<file path="config.mk">
export PLATFORM = sky130hd
export DESIGN_NAME = lfsr_axil_regs
export DESIGN_NICKNAME = d
export VERILOG_FILES = /design/src/rtl/lfsr_axil_pkg.sv /design/src/rtl/lfsr_axil_regs.sv
export SDC_FILE = /design/constraint.sdc
export NUM_CORES = 1
export LEC_CHECK = 0
export BUFFER_PORTS_ARGS = -buffer_cell sky130_fd_sc_hd__buf_2
export CORE_ASPECT_RATIO = 1.25
export CORE_MARGIN = 2
export CORE_UTILIZATION = 39
export DETAILED_ROUTE_END_ITERATION = 7
export MAX_ROUTING_LAYER = met4
export PLACE_DENSITY = 0.82
export SYNTH_ARGS = -nofsm -noshare
export SYNTH_HDL_FRONTEND = slang
export SYNTH_SLANG_ARGS = --single-unit
</file>
<file path="constraint.sdc">
create_clock -name clk -period 1.4 [get_ports clk]
set_input_delay 0.28 -clock clk [delete_from_list [all_inputs] [get_ports clk]]
set_output_delay 0.28 -clock clk [all_outputs]
set_load 0.1 [all_outputs]
</file>
<file path="src/rtl/lfsr_axil_pkg.sv">
// Shared constants for the LFSR AXI4-Lite register file: word indices of the
// register map (byte address bits [3:2]), response codes and CTRL bit positions.
package lfsr_axil_pkg;

    localparam logic [1:0] ADDR_CTRL = 2'd0;
    localparam logic [1:0] ADDR_SEED = 2'd1;
    localparam logic [1:0] ADDR_TAPS = 2'd2;
    localparam logic [1:0] ADDR_OUT  = 2'd3;

    localparam logic [1:0] RESP_OKAY   = 2'b00;
    localparam logic [1:0] RESP_SLVERR = 2'b10;

    localparam int CTRL_START = 0;
    localparam int CTRL_STOP  = 1;

endpackage

</file>
<file path="src/rtl/lfsr_axil_regs.sv">
// AXI4-Lite register file holding start/stop/seed/taps for one 8-bit LFSR and
// returning the live LFSR state. One outstanding write, one outstanding read.
module lfsr_axil_regs
    import lfsr_axil_pkg::*;
#(
    parameter int          ADDR_WIDTH = 4,
    parameter int          DATA_WIDTH = 32,
    parameter logic [7:0]  SEED_RST   = 8'h01,
    parameter logic [7:0]  TAPS_RST   = 8'hB8
) (
    input  logic                    clk,
    input  logic                    reset,
    input  logic [ADDR_WIDTH-1:0]   s_axil_awaddr,
    input  logic                    s_axil_awvalid,
    output logic                    s_axil_awready,
    input  logic [DATA_WIDTH-1:0]   s_axil_wdata,
    input  logic [DATA_WIDTH/8-1:0] s_axil_wstrb,
    input  logic                    s_axil_wvalid,
    output logic                    s_axil_wready,
    output logic [1:0]              s_axil_bresp,
    output logic                    s_axil_bvalid,
    input  logic                    s_axil_bready,
    input  logic [ADDR_WIDTH-1:0]   s_axil_araddr,
    input  logic                    s_axil_arvalid,
    output logic                    s_axil_arready,
    output logic [DATA_WIDTH-1:0]   s_axil_rdata,
    output logic [1:0]              s_axil_rresp,
    output logic                    s_axil_rvalid,
    input  logic                    s_axil_rready,
    output logic                    lfsr_start,
    output logic                    lfsr_stop,
    output logic [7:0]              lfsr_seed,
    output logic [7:0]              lfsr_taps,
    input  logic [7:0]              lfsr_out
);

    logic                  ready_en;
    logic                  aw_held;
    logic                  w_held;
    logic [1:0]            aw_idx;
    logic [7:0]            wdata_q;
    logic                  wstrb0_q;
    logic                  bvalid_q;
    logic [1:0]            bresp_q;
    logic                  rvalid_q;
    logic [1:0]            rresp_q;
    logic [DATA_WIDTH-1:0] rdata_q;
    logic [1:0]            ctrl_q;
    logic [7:0]            seed_q;
    logic [7:0]            taps_q;
    logic [7:0]            rd_byte;
    logic                  aw_fire;
    logic                  w_fire;
    logic                  ar_fire;
    logic                  commit;
    logic                  unused_bits;

    // ready_en keeps every ready low while reset is applied and for the first cycle after
    assign s_axil_awready = ready_en && !aw_held && !bvalid_q;
    assign s_axil_wready  = ready_en && !w_held && !bvalid_q;
    assign s_axil_arready = ready_en && !rvalid_q;
    assign s_axil_bvalid  = bvalid_q;
    assign s_axil_bresp   = bresp_q;
    assign s_axil_rvalid  = rvalid_q;
    assign s_axil_rresp   = rresp_q;
    assign s_axil_rdata   = rdata_q;

    assign aw_fire = s_axil_awvalid && s_axil_awready;
    assign w_fire  = s_axil_wvalid && s_axil_wready;
    assign ar_fire = s_axil_arvalid && s_axil_arready;
    assign commit  = aw_held && w_held;

    assign lfsr_start = ctrl_q[CTRL_START];
    assign lfsr_stop  = ctrl_q[CTRL_STOP];
    assign lfsr_seed  = seed_q;
    assign lfsr_taps  = taps_q;

    assign unused_bits = ^{s_axil_awaddr[1:0], s_axil_araddr[1:0],
                           s_axil_wdata[DATA_WIDTH-1:8], s_axil_wstrb[DATA_WIDTH/8-1:1]};

    always_ff @(posedge clk or posedge reset) begin
        if (reset) begin
            ready_en <= 1'b0;
            aw_held  <= 1'b0;
            w_held   <= 1'b0;
            aw_idx   <= 2'd0;
            wdata_q  <= 8'h00;
            wstrb0_q <= 1'b0;
            bvalid_q <= 1'b0;
            bresp_q  <= RESP_OKAY;
            ctrl_q   <= 2'b00;
            seed_q   <= SEED_RST;
            taps_q   <= TAPS_RST;
        end else begin
            ready_en <= 1'b1;
            if (aw_fire) begin
                aw_held <= 1'b1;
                aw_idx  <= s_axil_awaddr[3:2];
            end
            if (w_fire) begin
                w_held   <= 1'b1;
                wdata_q  <= s_axil_wdata[7:0];
                wstrb0_q <= s_axil_wstrb[0];
            end
            // Both halves present: apply the write and open the response
            if (commit) begin
                aw_held  <= 1'b0;
                w_held   <= 1'b0;
                bvalid_q <= 1'b1;
                bresp_q  <= (aw_idx == ADDR_OUT) ? RESP_SLVERR : RESP_OKAY;
                if (wstrb0_q) begin
                    case (aw_idx)
                        ADDR_CTRL: ctrl_q <= wdata_q[1:0];
                        ADDR_SEED: seed_q <= wdata_q;
                        ADDR_TAPS: taps_q <= wdata_q;
                        default:   ;
                    endcase
                end
            end else if (bvalid_q && s_axil_bready) begin
                bvalid_q <= 1'b0;
            end
        end
    end

    always_comb begin
        rd_byte = 8'h00;
        case (s_axil_araddr[3:2])
            ADDR_CTRL: rd_byte = {6'b000000, ctrl_q};
            ADDR_SEED: rd_byte = seed_q;
            ADDR_TAPS: rd_byte = taps_q;
            default:   rd_byte = lfsr_out;
        endcase
    end

    // Read data is captured at the AR handshake and held until rready
    always_ff @(posedge clk or posedge reset) begin
        if (reset) begin
            rvalid_q <= 1'b0;
            rresp_q  <= RESP_OKAY;
            rdata_q  <= '0;
        end else if (ar_fire) begin
            rvalid_q <= 1'b1;
            rresp_q  <= RESP_OKAY;
            rdata_q  <= {{(DATA_WIDTH-8){1'b0}}, rd_byte};
        end else if (rvalid_q && s_axil_rready) begin
            rvalid_q <= 1'b0;
        end
    end

endmodule

</file>
# After elaboration in Yosys (flattened, before gate mapping)
# Cells that the tools add are included.
[op_classes]
n_eq_ne = 5
muxes = 10
n_reduce_logical = 24
[op_table]
columns = ["op", "count"]
rows = [
  ["case mux 8 bit (3 select lines)", 1],
  ["logical AND 1 bit", 11],
  ["AND reduction 3 bit", 3],
  ["two-way mux 1 bit", 8],
  ["nonzero test 2 bit", 4],
  ["== test 2 bit, second input constant", 3],
  ["== test 2 x 1 -> 1 bit, second input constant", 2],
  ["zero test 1 bit", 4],
  ["zero test 2 bit", 2],
  ["two-way mux 2 bit", 1],
]
[word_totals]
regBits = 44
in_bits = 59
output_inout_bits = 59
wordCells = 52

# Logic depth before layout (Yosys ltp)
# Gate-level depths: netlist of the first run.
[logic_depth]
word_depth = 6
depth_mapped = 4
mapped_depth_nobuf = 3

# Worst setup path before layout of the first run
# OpenSTA, ideal clock, no wires.
[synth_path]
path_kind = "reg2reg"
startpoint = "register bvalid_q (netlist: s_axil_bvalid)"
endpoint = "register wdata_q[0]"
setup_ns = 0.125
arrival_ns = 3.978
required_ns = 1.275
slack_ns = -2.703
path_stages_with_launch = 5
path_buffers = 1
period_less_slack_ns = 4.103
cell_sequence = "dfrtp_1 nor3b_1 and2_1 buf_2 mux2_2"
[synth_via]
elab_chain_cells = 3
[synth_rtl]
columns = ["element", "line", "source"]
rows = [
  ["start: declaration", "lfsr_axil_regs.sv:43", "logic bvalid_q;"],
  ["start signal: assignment", "lfsr_axil_regs.sv:89", "bvalid_q <= 1'b0;"],
  ["start signal: assignment", "lfsr_axil_regs.sv:109", "bvalid_q <= 1'b1;"],
  ["start signal: assignment", "lfsr_axil_regs.sv:120", "bvalid_q <= 1'b0;"],
  ["zero test 1 bit", "lfsr_axil_regs.sv:60", "assign s_axil_wready = ready_en && !w_held && !bvalid_q;"],
  ["logical AND 1 bit", "lfsr_axil_regs.sv:60", ""],
  ["via s_axil_wready", "lfsr_axil_regs.sv:19", "output logic s_axil_wready,"],
  ["logical AND 1 bit", "lfsr_axil_regs.sv:69", "assign w_fire = s_axil_wvalid && s_axil_wready;"],
  ["end signal: assignment", "lfsr_axil_regs.sv:102", "wdata_q <= s_axil_wdata[7:0];"],
  ["end: declaration", "lfsr_axil_regs.sv:41", "logic [7:0] wdata_q;"],
]
# The timed path passes the listed nets, and every way through them passes these cells.
# A chain may end at the register's enable or synchronous reset.

# Worst setup path in the final report of the first run
[layout_path]
startpoint = "register bvalid_q (netlist: s_axil_bvalid)"
endpoint = "output s_axil_wready"
[layout_via]
elab_chain_cells = 2
[layout_rtl]
columns = ["element", "line"]
rows = [
  ["zero test 1 bit", "lfsr_axil_regs.sv:60"],
  ["logical AND 1 bit", "lfsr_axil_regs.sv:60"],
  ["end: declaration", "lfsr_axil_regs.sv:19"],
]
# Every way passes these cells.

==> results of run 1 <==
[layer usage]
| metal | routed length [um] | track usage | share of wire |
|---|---|---|---|
| met2 | 2290 | 0.275 | 0.53 |
| met5 | 0 | - | 0 |
| met1 | 1840 | 0.227 | 0.42 |
| met4 | 19 | 0.0436 | 0.0044 |
| met3 | 193 | 0.0322 | 0.044 |
[where the power goes]
group | leakage [nW] | switching, mW | internal (mW)
clock network | 0.0422 | 0.387 | 0.350
registers | 0.521 | 0.475 | 1.82
logic | 0.868 | 3.32 | 1.61
total | 1.43 | 4.19 | 3.78
[stage by stage]
step	cells	cell area (um^2)
6_report	305	2960
5_1_grt	305	2960
4_1_cts	303	2910
3_5_place_dp	291	2700
3_3_place_gp	291	2700
2_1_floorplan	183	2190
[cell usage after synthesis (3+ instances only)]
master	n
inv_1	4
mux2_2	37
dfstp_2	5
buf_4	27
o21ai_0	10
dfrtp_1	38
buf_2	3
nand2_1	10
a22oi_1	6
[area by class of cell]
cell class              instances  share of cell area
clock inverters                 1             0.00169
repair buffers                 84               0.268
well taps                      62              0.0262
multi-input cells             104               0.300
inverters                       4             0.00507
flip-flops and latches         43               0.374
clock buffers                   7              0.0257
[final timing paths]
path,slack (ns),cells past startpoint,to,startpoint
max in group asynchronous,1.11,3,lfsr_taps[5],reset
worst max register to register,-0.24,5,wdata_q[2],s_axil_bvalid
worst min-delay path,0.02,3,wdata_q[6],reset
worst max-delay path,-0.29,4,s_axil_wready,s_axil_bvalid
min in group clk,0.17,2,s_axil_bvalid,s_axil_bready
worst min register to register,0.48,2,s_axil_rdata[4],s_axil_rdata[4]
[cells by family after synthesis]
family / Yosys count / synth area share
AOI/OAI and AO/OA: 17 / 0.0515
buffers and inverters: 36 / 0.123
DFF: 43 / 0.536
muxes: 39 / 0.229
other: 2 / 0.00372
and+or+nand+nor: 20 / 0.0570
[timing repair]
item                       in CTS  in global routing
hold buffers                    0                  0
setup buffers                   5                  4
pin swaps                       3                  6
gates resized for setup        23                 16
setup endpoints to repair      32                 41
[flip-flops by register name, summed over array words and instances (netlist names), 2 cells and up]
register,cells
s_axil_rdata,8
lfsr_seed,8
lfsr_taps,8
wdata_q,8
aw_idx,2
ctrl_q,2
[worst register-to-register path, cell delays in order (launching register included)]
cell,delay [ns]
dfrtp_4,0.49
buf_6,0.13
nor3b_4,0.21
and2_1,0.20
buf_12,0.15
mux2_2,0.34
==> results.ini, run 1 <==
[global_routing]
grt_overflow = 0
grt.total_usage = 0.173
antenna_found_initial = 0
grt_pass1_wl_um = 7220
grt_max_degree = 44
grt_pass1_vias = 1470

[synth]
synth.top_cell.area_share = 0.471
synth_area_leader_cell = dfrtp_1
synthDistinctLibCells = 22
synth_area_um2 = 2020
ys_ff_latch = 43
seq_area_frac_synth = 0.536
ys.flop_type = dfrtp_1
syn_area_per_cell_um2 = 12.9
yosysWarnings = 0
synthCells = 157
synthTopCellsByArea = dfrtp_1 (47%), mux2_2 (21%), buf_4 (10%)
synth-edff-count = 0
ys_async_sr_fraction = 1.00

[timing]
post-route-min-period_ns = 1.69
finalSetupTns_ns = -4.18
holdWs_ns = 0.0225
rsz0062_at_grt = true
fin_crit_sh = 1.20
setup_viol_count_final = 30
skew_ns = 0.00312
hold_viol_final = 0
max_freq_ghz = 0.593
finalWorstSetupSlack_ns = -0.285
slew_violations = 0

[floorplanning]
fp.dieH_um = 84.4
boundaryPins = 118
core_region_area_um2 = 5040
die_x_um = 68.3
fp-row-count = 29
start_util = 0.400
die_area_um2 = 5770

[layout]
syn2layout_area_growth_pct = 46.9
n_fill_cell = 423
mostFrequentLayoutCell = buf_2
final_nets = 301
post_route_cells_drive_above_1_share = 0.630
layout_common_cells = buf_2 (38), dfrtp_1 (29), conb_1 (28)
fin_util = 0.588
multi_input_area_um2 = 888
diodes = 0
regArea_um2 = 1110

[setup_path]
critPathArrivalTime_ns = 1.41
crit_top_cell = buf_6
crit_required_ns = 1.12
critPathBufInv = 3
critPathMaxFanout = 2
critPathLaunchType = flop
max_stage_delay_ns = 0.49
critical_path_class = reg2out
crit_path_end_kind = primary output
critical-path-slowest-cell = dfrtp_4
crit_chain = buf_6 -> nor3b_4 -> buf_6 -> buf_12
path_delay_family = flip-flops

[routing]
drtAntennaViolNets = 0
totalWireLength_um = 4350
routed_via_density = 4.50
post-route-drc-count = 0
vias = 1371
wl_per_cell_um = 14.3
drt-initial-drc-count = 51
drt_pass1_iterations = 4

[outcome]
outcome = complete, but fails checks
violations = negative setup slack

[pwr]
ir_drop_uv = 1650
power.density_nw_per_um2 = 2690
p_total_mw = 7.97
p_leak_nw = 1.43

[hold_path]
hold_class = in2async

[placed_design]
dp_hpwl_um = 3230
pre_cts_slack_ns = -0.0845
gp_congestion = 0.752
io_buffers = 59

[clock_tree]
clk_pin_slew_ns = 0.08
cts.path.max_buffers = 2
clkSinkCount = 43
insertion_delay_ns = 0.28
cts_root_buffer = clkbuf_8
htreeDepth = 2
cts_buffers = 5
tritoncts = done

[run]
max_cap_violations = 0

Note: power is estimated with default switching activity, not from simulation.
==> inputs of run 2 (changes only) <==
--- a/config.mk
+++ b/config.mk
@@ -10,7 +10,6 @@
 export CORE_MARGIN = 2
 export CORE_UTILIZATION = 39
 export DETAILED_ROUTE_END_ITERATION = 7
-export MAX_ROUTING_LAYER = met4
 export PLACE_DENSITY = 0.82
 export SYNTH_ARGS = -nofsm -noshare
 export SYNTH_HDL_FRONTEND = slang
==> results.ini, run 2 (same netlist as run 1, synthesis figures left out) <==
[outcome]
outcome = complete, but fails checks  ; unchanged
violations = negative setup slack  ; unchanged

[floorplanning]
start_util = 0.400  ; unchanged
fp-row-count = 29  ; unchanged
core_region_area_um2 = 5040  ; unchanged
boundaryPins = 118  ; unchanged
die_x_um = 68.3  ; unchanged
die_area_um2 = 5770  ; unchanged
fp.dieH_um = 84.4  ; unchanged

[hold_path]
hold_class = in2async  ; unchanged

[timing]
setup_viol_count_final = 30  ; unchanged
fin_crit_sh = 1.20  ; about the same
max_freq_ghz = 0.593  ; about the same
post-route-min-period_ns = 1.69  ; about the same
hold_viol_final = 0  ; unchanged
finalWorstSetupSlack_ns = -0.287  ; was -0.285 ns
finalSetupTns_ns = -4.19  ; was -4.18 ns
skew_ns = 0.00433  ; was 0.00312 ns
holdWs_ns = 0.0222  ; was 0.0225 ns
slew_violations = 0  ; unchanged
rsz0062_at_grt = true  ; unchanged

[setup_path]
critPathLaunchType = flop  ; unchanged
worstSetupStartpoint = s_axil_bvalid  ; unchanged
reg2reg_slack_ns = -0.24  ; about the same
crit_path_end = s_axil_wready  ; unchanged
crit_path_end_kind = primary output  ; unchanged
r2r-end = wdata_q[2]  ; unchanged
critPathArrivalTime_ns = 1.41  ; about the same
critical_path_class = reg2out  ; unchanged
timing.rr.start = s_axil_bvalid  ; unchanged
worst_r2r_path_depth = 5  ; unchanged
crit_required_ns = 1.12  ; about the same
critPathMaxFanout = 2  ; unchanged

[global_routing]
antenna_found_initial = 0  ; unchanged
grt_use_met3 = 0.0335  ; was 0.0322
grtUsageMet2 = 0.275  ; unchanged
grt_max_degree = 44  ; unchanged
grt_pass1_wl_um = 7200  ; was 7220 um
grt_overflow = 0  ; unchanged
grt_pass1_vias = 1471  ; was 1470
grt_most_used_layer = met2  ; unchanged
grt.total_usage = 0.168  ; was 0.173
grt_use_met1 = 0.225  ; was 0.227

[clock_tree]
cts_root_buffer = clkbuf_8  ; unchanged
insertion_delay_ns = 0.29  ; was 0.28 ns
clk_pin_slew_ns = 0.08  ; about the same
htreeDepth = 2  ; unchanged
cts.path.max_buffers = 2  ; unchanged
clkSinkCount = 43  ; unchanged
ctsHoldBuffers = 0  ; unchanged
tritoncts = done  ; unchanged
cts_buffers = 5  ; unchanged

[routing]
post-route-drc-count = 0  ; unchanged
drt-initial-drc-count = 55  ; was 51
totalWireLength_um = 4350  ; unchanged
vias = 1370  ; was 1371
routed_via_density = 4.49  ; was 4.50
wl_per_cell_um = 14.3  ; unchanged
drt_pass1_iterations = 4  ; unchanged
drtAntennaViolNets = 0  ; unchanged

[placed_design]
pre_cts_slack_ns = -0.0845  ; unchanged
placedCellCount = 291  ; unchanged
dp_hpwl_um = 3230  ; unchanged
placed_area_um2 = 2700  ; unchanged
gp_congestion = 0.743  ; was 0.752
io_buffers = 59  ; unchanged

[layout]
syn2layout_area_growth_pct = 46.9  ; unchanged
mostFrequentLayoutCell = buf_2  ; unchanged
regArea_um2 = 1110  ; unchanged
n_fill_cell = 423  ; unchanged
final_nets = 301  ; unchanged
multi_input_area_um2 = 888  ; unchanged
post_route_cells_drive_above_1_share = 0.630  ; unchanged
fin_util = 0.588  ; unchanged
layout_common_cells = buf_2 (38), dfrtp_1 (29), conb_1 (28)  ; unchanged
finalNonFillerCells = 305  ; unchanged
diodes = 0  ; unchanged
fin_area_um2 = 2960  ; unchanged

[pwr]
ir_drop_uv = 1650  ; about the same
p_leak_nw = 1.43  ; unchanged
p_total_mw = 7.97  ; about the same
power.density_nw_per_um2 = 2690  ; about the same

[run]
max_cap_violations = 0  ; unchanged

==> run 2: area by class of cell <==
class,instances,share of cell area
Timing Repair Buffer,84,0.268
Clock inverter,1,0.00169
Clock buffer,7,0.0257
Multi-Input combinational cell,104,0.300
Tap cell,62,0.0262
Inverter,4,0.00507
Sequential cell,43,0.374
==> run 2: worst min path at each step <==
stage / startpoint / endpoint / slack (ns) / depth (start not counted)
after CTS: reset / wdata_q[6] / 0.02 / 3
after detailed placement: reset / lfsr_seed[6] / 0.34 / 3
after floorplan: s_axil_bready / s_axil_bvalid / 0.37 / 1
after global placement: reset / s_axil_rvalid / 0.33 / 3
after global routing: reset / wdata_q[4] / 0.04 / 3
final: reset / wdata_q[6] / 0.02 / 3
==> run 2: timing repair <==
item | 4_1_cts | 5_1_grt
gates resized for setup | 23 | 16
cloned | 0 | 0
pin swaps | 3 | 6
buffers inserted | 5 | 4
endpoints found under the setup margin | 32 | 41
==> run 2: layer usage <==
layer  up-vias  wire [um]
li1        653          -
met4         0         20
met5         -          0
met3         2        195
met1       668       1850
met2        47       2280
==> run 2: critical path, stage by stage (launching register included) <==
cell and delay (ns):
dfrtp_4 0.49, buf_6 0.13, nor3b_4 0.21, buf_6 0.13, buf_12 0.16
==> run 2: power by group <==
group / total [mW] / switching, mW / internal [mW]
clock: 0.739 / 0.389 / 0.350
sequential: 2.30 / 0.476 / 1.82
combinational: 4.93 / 3.32 / 1.61
total: 7.97 / 4.19 / 3.78
==> inputs of run 3 (changes only) <==
--- a/config.mk
+++ b/config.mk
@@ -8,9 +8,9 @@
 export BUFFER_PORTS_ARGS = -buffer_cell sky130_fd_sc_hd__buf_2
 export CORE_ASPECT_RATIO = 1.25
 export CORE_MARGIN = 2
-export CORE_UTILIZATION = 39
+export CORE_UTILIZATION = 35
 export DETAILED_ROUTE_END_ITERATION = 7
-export PLACE_DENSITY = 0.82
+export PLACE_DENSITY = 0.72
 export SYNTH_ARGS = -nofsm -noshare
 export SYNTH_HDL_FRONTEND = slang
 export SYNTH_SLANG_ARGS = --single-unit
==> constraint.sdc (replaced) <==
create_clock -name clk -period 1.7 [get_ports clk]
set_input_delay 0.34 -clock clk [delete_from_list [all_inputs] [get_ports clk]]
set_output_delay 0.34 -clock clk [all_outputs]
set_load 0.1 [all_outputs]
==> results.ini, run 3 (same netlist as run 1, synthesis figures left out) <==
[layout]
diodes = 0  ; unchanged
fin_area_um2 = 2490  ; was 2960 um^2
syn2layout_area_growth_pct = 23.2  ; was 46.9%
finalNonFillerCells = 289  ; was 305
mostFrequentLayoutCell = buf_2  ; unchanged
final_nets = 283  ; was 301
post_route_cells_drive_above_1_share = 0.564  ; was 0.630
layout_common_cells = buf_2 (57), mux2_2 (36), dfrtp_1 (36)  ; was buf_2 (38), dfrtp_1 (29), conb_1 (28)

[setup_path]
critPathBufInv = 2  ; was 3
critPathLaunchType = flop  ; unchanged
timing.rr.start = s_axil_bvalid  ; unchanged
path_delay_family = flip-flops  ; unchanged
critPathMaxFanout = 3  ; was 2
crit_path_end_kind = primary output  ; unchanged
worst_r2r_path_depth = 4  ; was 5
critPathArrivalTime_ns = 1.29  ; was 1.41 ns
r2r-end = wdata_q[2]  ; unchanged
max_stage_delay_ns = 0.39  ; was 0.49 ns
critical_path_class = reg2out  ; unchanged
crit_chain = buf_4 -> nor3b_4 -> buf_12  ; was buf_6 -> nor3b_4 -> buf_6 -> buf_12
crit_required_ns = 1.36  ; was 1.12 ns
worstSetupStartpoint = aw_held  ; was s_axil_bvalid
reg2reg_slack_ns = 0.12  ; was -0.24 ns
crit_path_end = s_axil_awready  ; was s_axil_wready
critical-path-slowest-cell = dfrtp_1  ; was dfrtp_4
cp_num_cells = 3  ; was 4

[placed_design]
io_buffers = 59  ; unchanged
dp_hpwl_um = 3160  ; was 3230 um
gp_congestion = 0.696  ; was 0.743
placedCellCount = 281  ; was 291
placed_area_um2 = 2400  ; was 2700 um^2

[timing]
post-route-min-period_ns = 1.63
setup_viol_count_final = 0  ; was 30
slew_violations = 0  ; unchanged
rsz0062_at_grt = false  ; was true
hold_viol_final = 0  ; unchanged
skew_ns = 0.00281  ; was 0.00433 ns
fin_crit_sh = 0.961
max_freq_ghz = 0.612

[clock_tree]
tritoncts = done  ; unchanged
insertion_delay_ns = 0.28  ; was 0.29 ns
clkSinkCount = 43  ; unchanged
cts_setup_buffers = 0  ; was 5
cts_root_buffer = clkbuf_8  ; unchanged
htreeDepth = 2  ; unchanged
cts_buffers = 5  ; unchanged
clk_pin_slew_ns = 0.07  ; was 0.08 ns
cts.path.max_buffers = 2  ; unchanged

[routing]
drt_pass1_iterations = 4  ; unchanged
routed_via_density = 4.55  ; was 4.49
vias = 1314  ; was 1370
post-route-drc-count = 0  ; unchanged
totalWireLength_um = 4160  ; was 4350 um
drtAntennaViolNets = 0  ; unchanged
drt-initial-drc-count = 42  ; was 55
wl_per_cell_um = 14.4  ; was 14.3 um

[outcome]
outcome = finished, final reports clean  ; was complete, but fails checks

[global_routing]
grt.total_usage = 0.136  ; was 0.168
grt_max_degree = 24  ; was 44
grt_pass1_vias = 1282  ; was 1471
grt_overflow = 0  ; unchanged
antenna_found_initial = 0  ; unchanged
grt_pass1_wl_um = 6470  ; was 7200 um

[floorplanning]
boundaryPins = 118  ; unchanged
die_area_um2 = 6390  ; was 5770 um^2
core_region_area_um2 = 5520  ; was 5040 um^2
start_util = 0.366  ; was 0.400
fp.dieH_um = 88.9  ; was 84.4 um
fp-row-count = 30  ; was 29
die_x_um = 71.9  ; was 68.3 um

[hold_path]
hold_class = in2async  ; unchanged

[run]
max_cap_violations = 0  ; unchanged

-- run 3: cell count changes in the layout (fill, tap and decap cells not counted), sizes merged --
cell    before  now
clkbuf      13    7
buf         78   66
clkinv       2    1
inv          3    4
-- run 3: final cells by class --
cell class	count	area [um^2]
fill	514	3030
multi-input combinational	104	820
clock buffer	7	76.3
inverter	4	15.0
clock inverter	1	5.00
sequential	43	1090
tap	64	80.1
timing repair buffer	66	403
-- run 3: worst min path at each step --
stage / cells past startpoint / slack [ns] / endpoint
2_1_floorplan: 1 / 0.43 / s_axil_bvalid
3_3_place_gp: 2 / 0.38 / wdata_q[3]
3_5_place_dp: 2 / 0.39 / wdata_q[3]
4_1_cts: 2 / 0.07 / wdata_q[2]
5_1_grt: 2 / 0.1 / wdata_q[3]
6_report: 2 / 0.06 / wdata_q[3]
-- run 3: timing repair --
item                                    in CTS  in global routing
endpoints found under the setup margin       1                  0
gates resized for setup                      1                  0
hold buffers                                 0                  0
-- run 3: worst register-to-register path: cells and delay by family, from the launching register on --
| kind | cells | cell delay, ns |
|---|---|---|
| buf+inv | 1 | 0.16 |
| flops | 1 | 0.52 |
| mux | 1 | 0.34 |
| simple gates | 2 | 0.46 |
-- run 3: metal layers --
metal / global-route usage / vias up / part of all wire
met5: 0 / - / 0
met4: 0.0360 / 0 / 0.011
met3: 0.0383 / 5 / 0.056
met2: 0.222 / 52 / 0.49
met1: 0.180 / 637 / 0.44
li1: - / 620 / -
-- run 3: through the flow --
stage	setup slack [ns]	hold WS, ns	util	setup TNS, ns
floorplan	-0.651	0.433	-	-7.68
finish	0.0657	0.0597	0.451	0
global route	0.00867	0.0972	0.451	0
global placement	0.0350	0.384	0.435	0
CTS	0.0508	0.0697	0.451	0
detailed placement	0.00877	0.390	0.435	0
Power of run 3 is left out: the tool's default activity adds up to more than one toggle a clock period on the data nets, which glitch-free logic cannot reach.
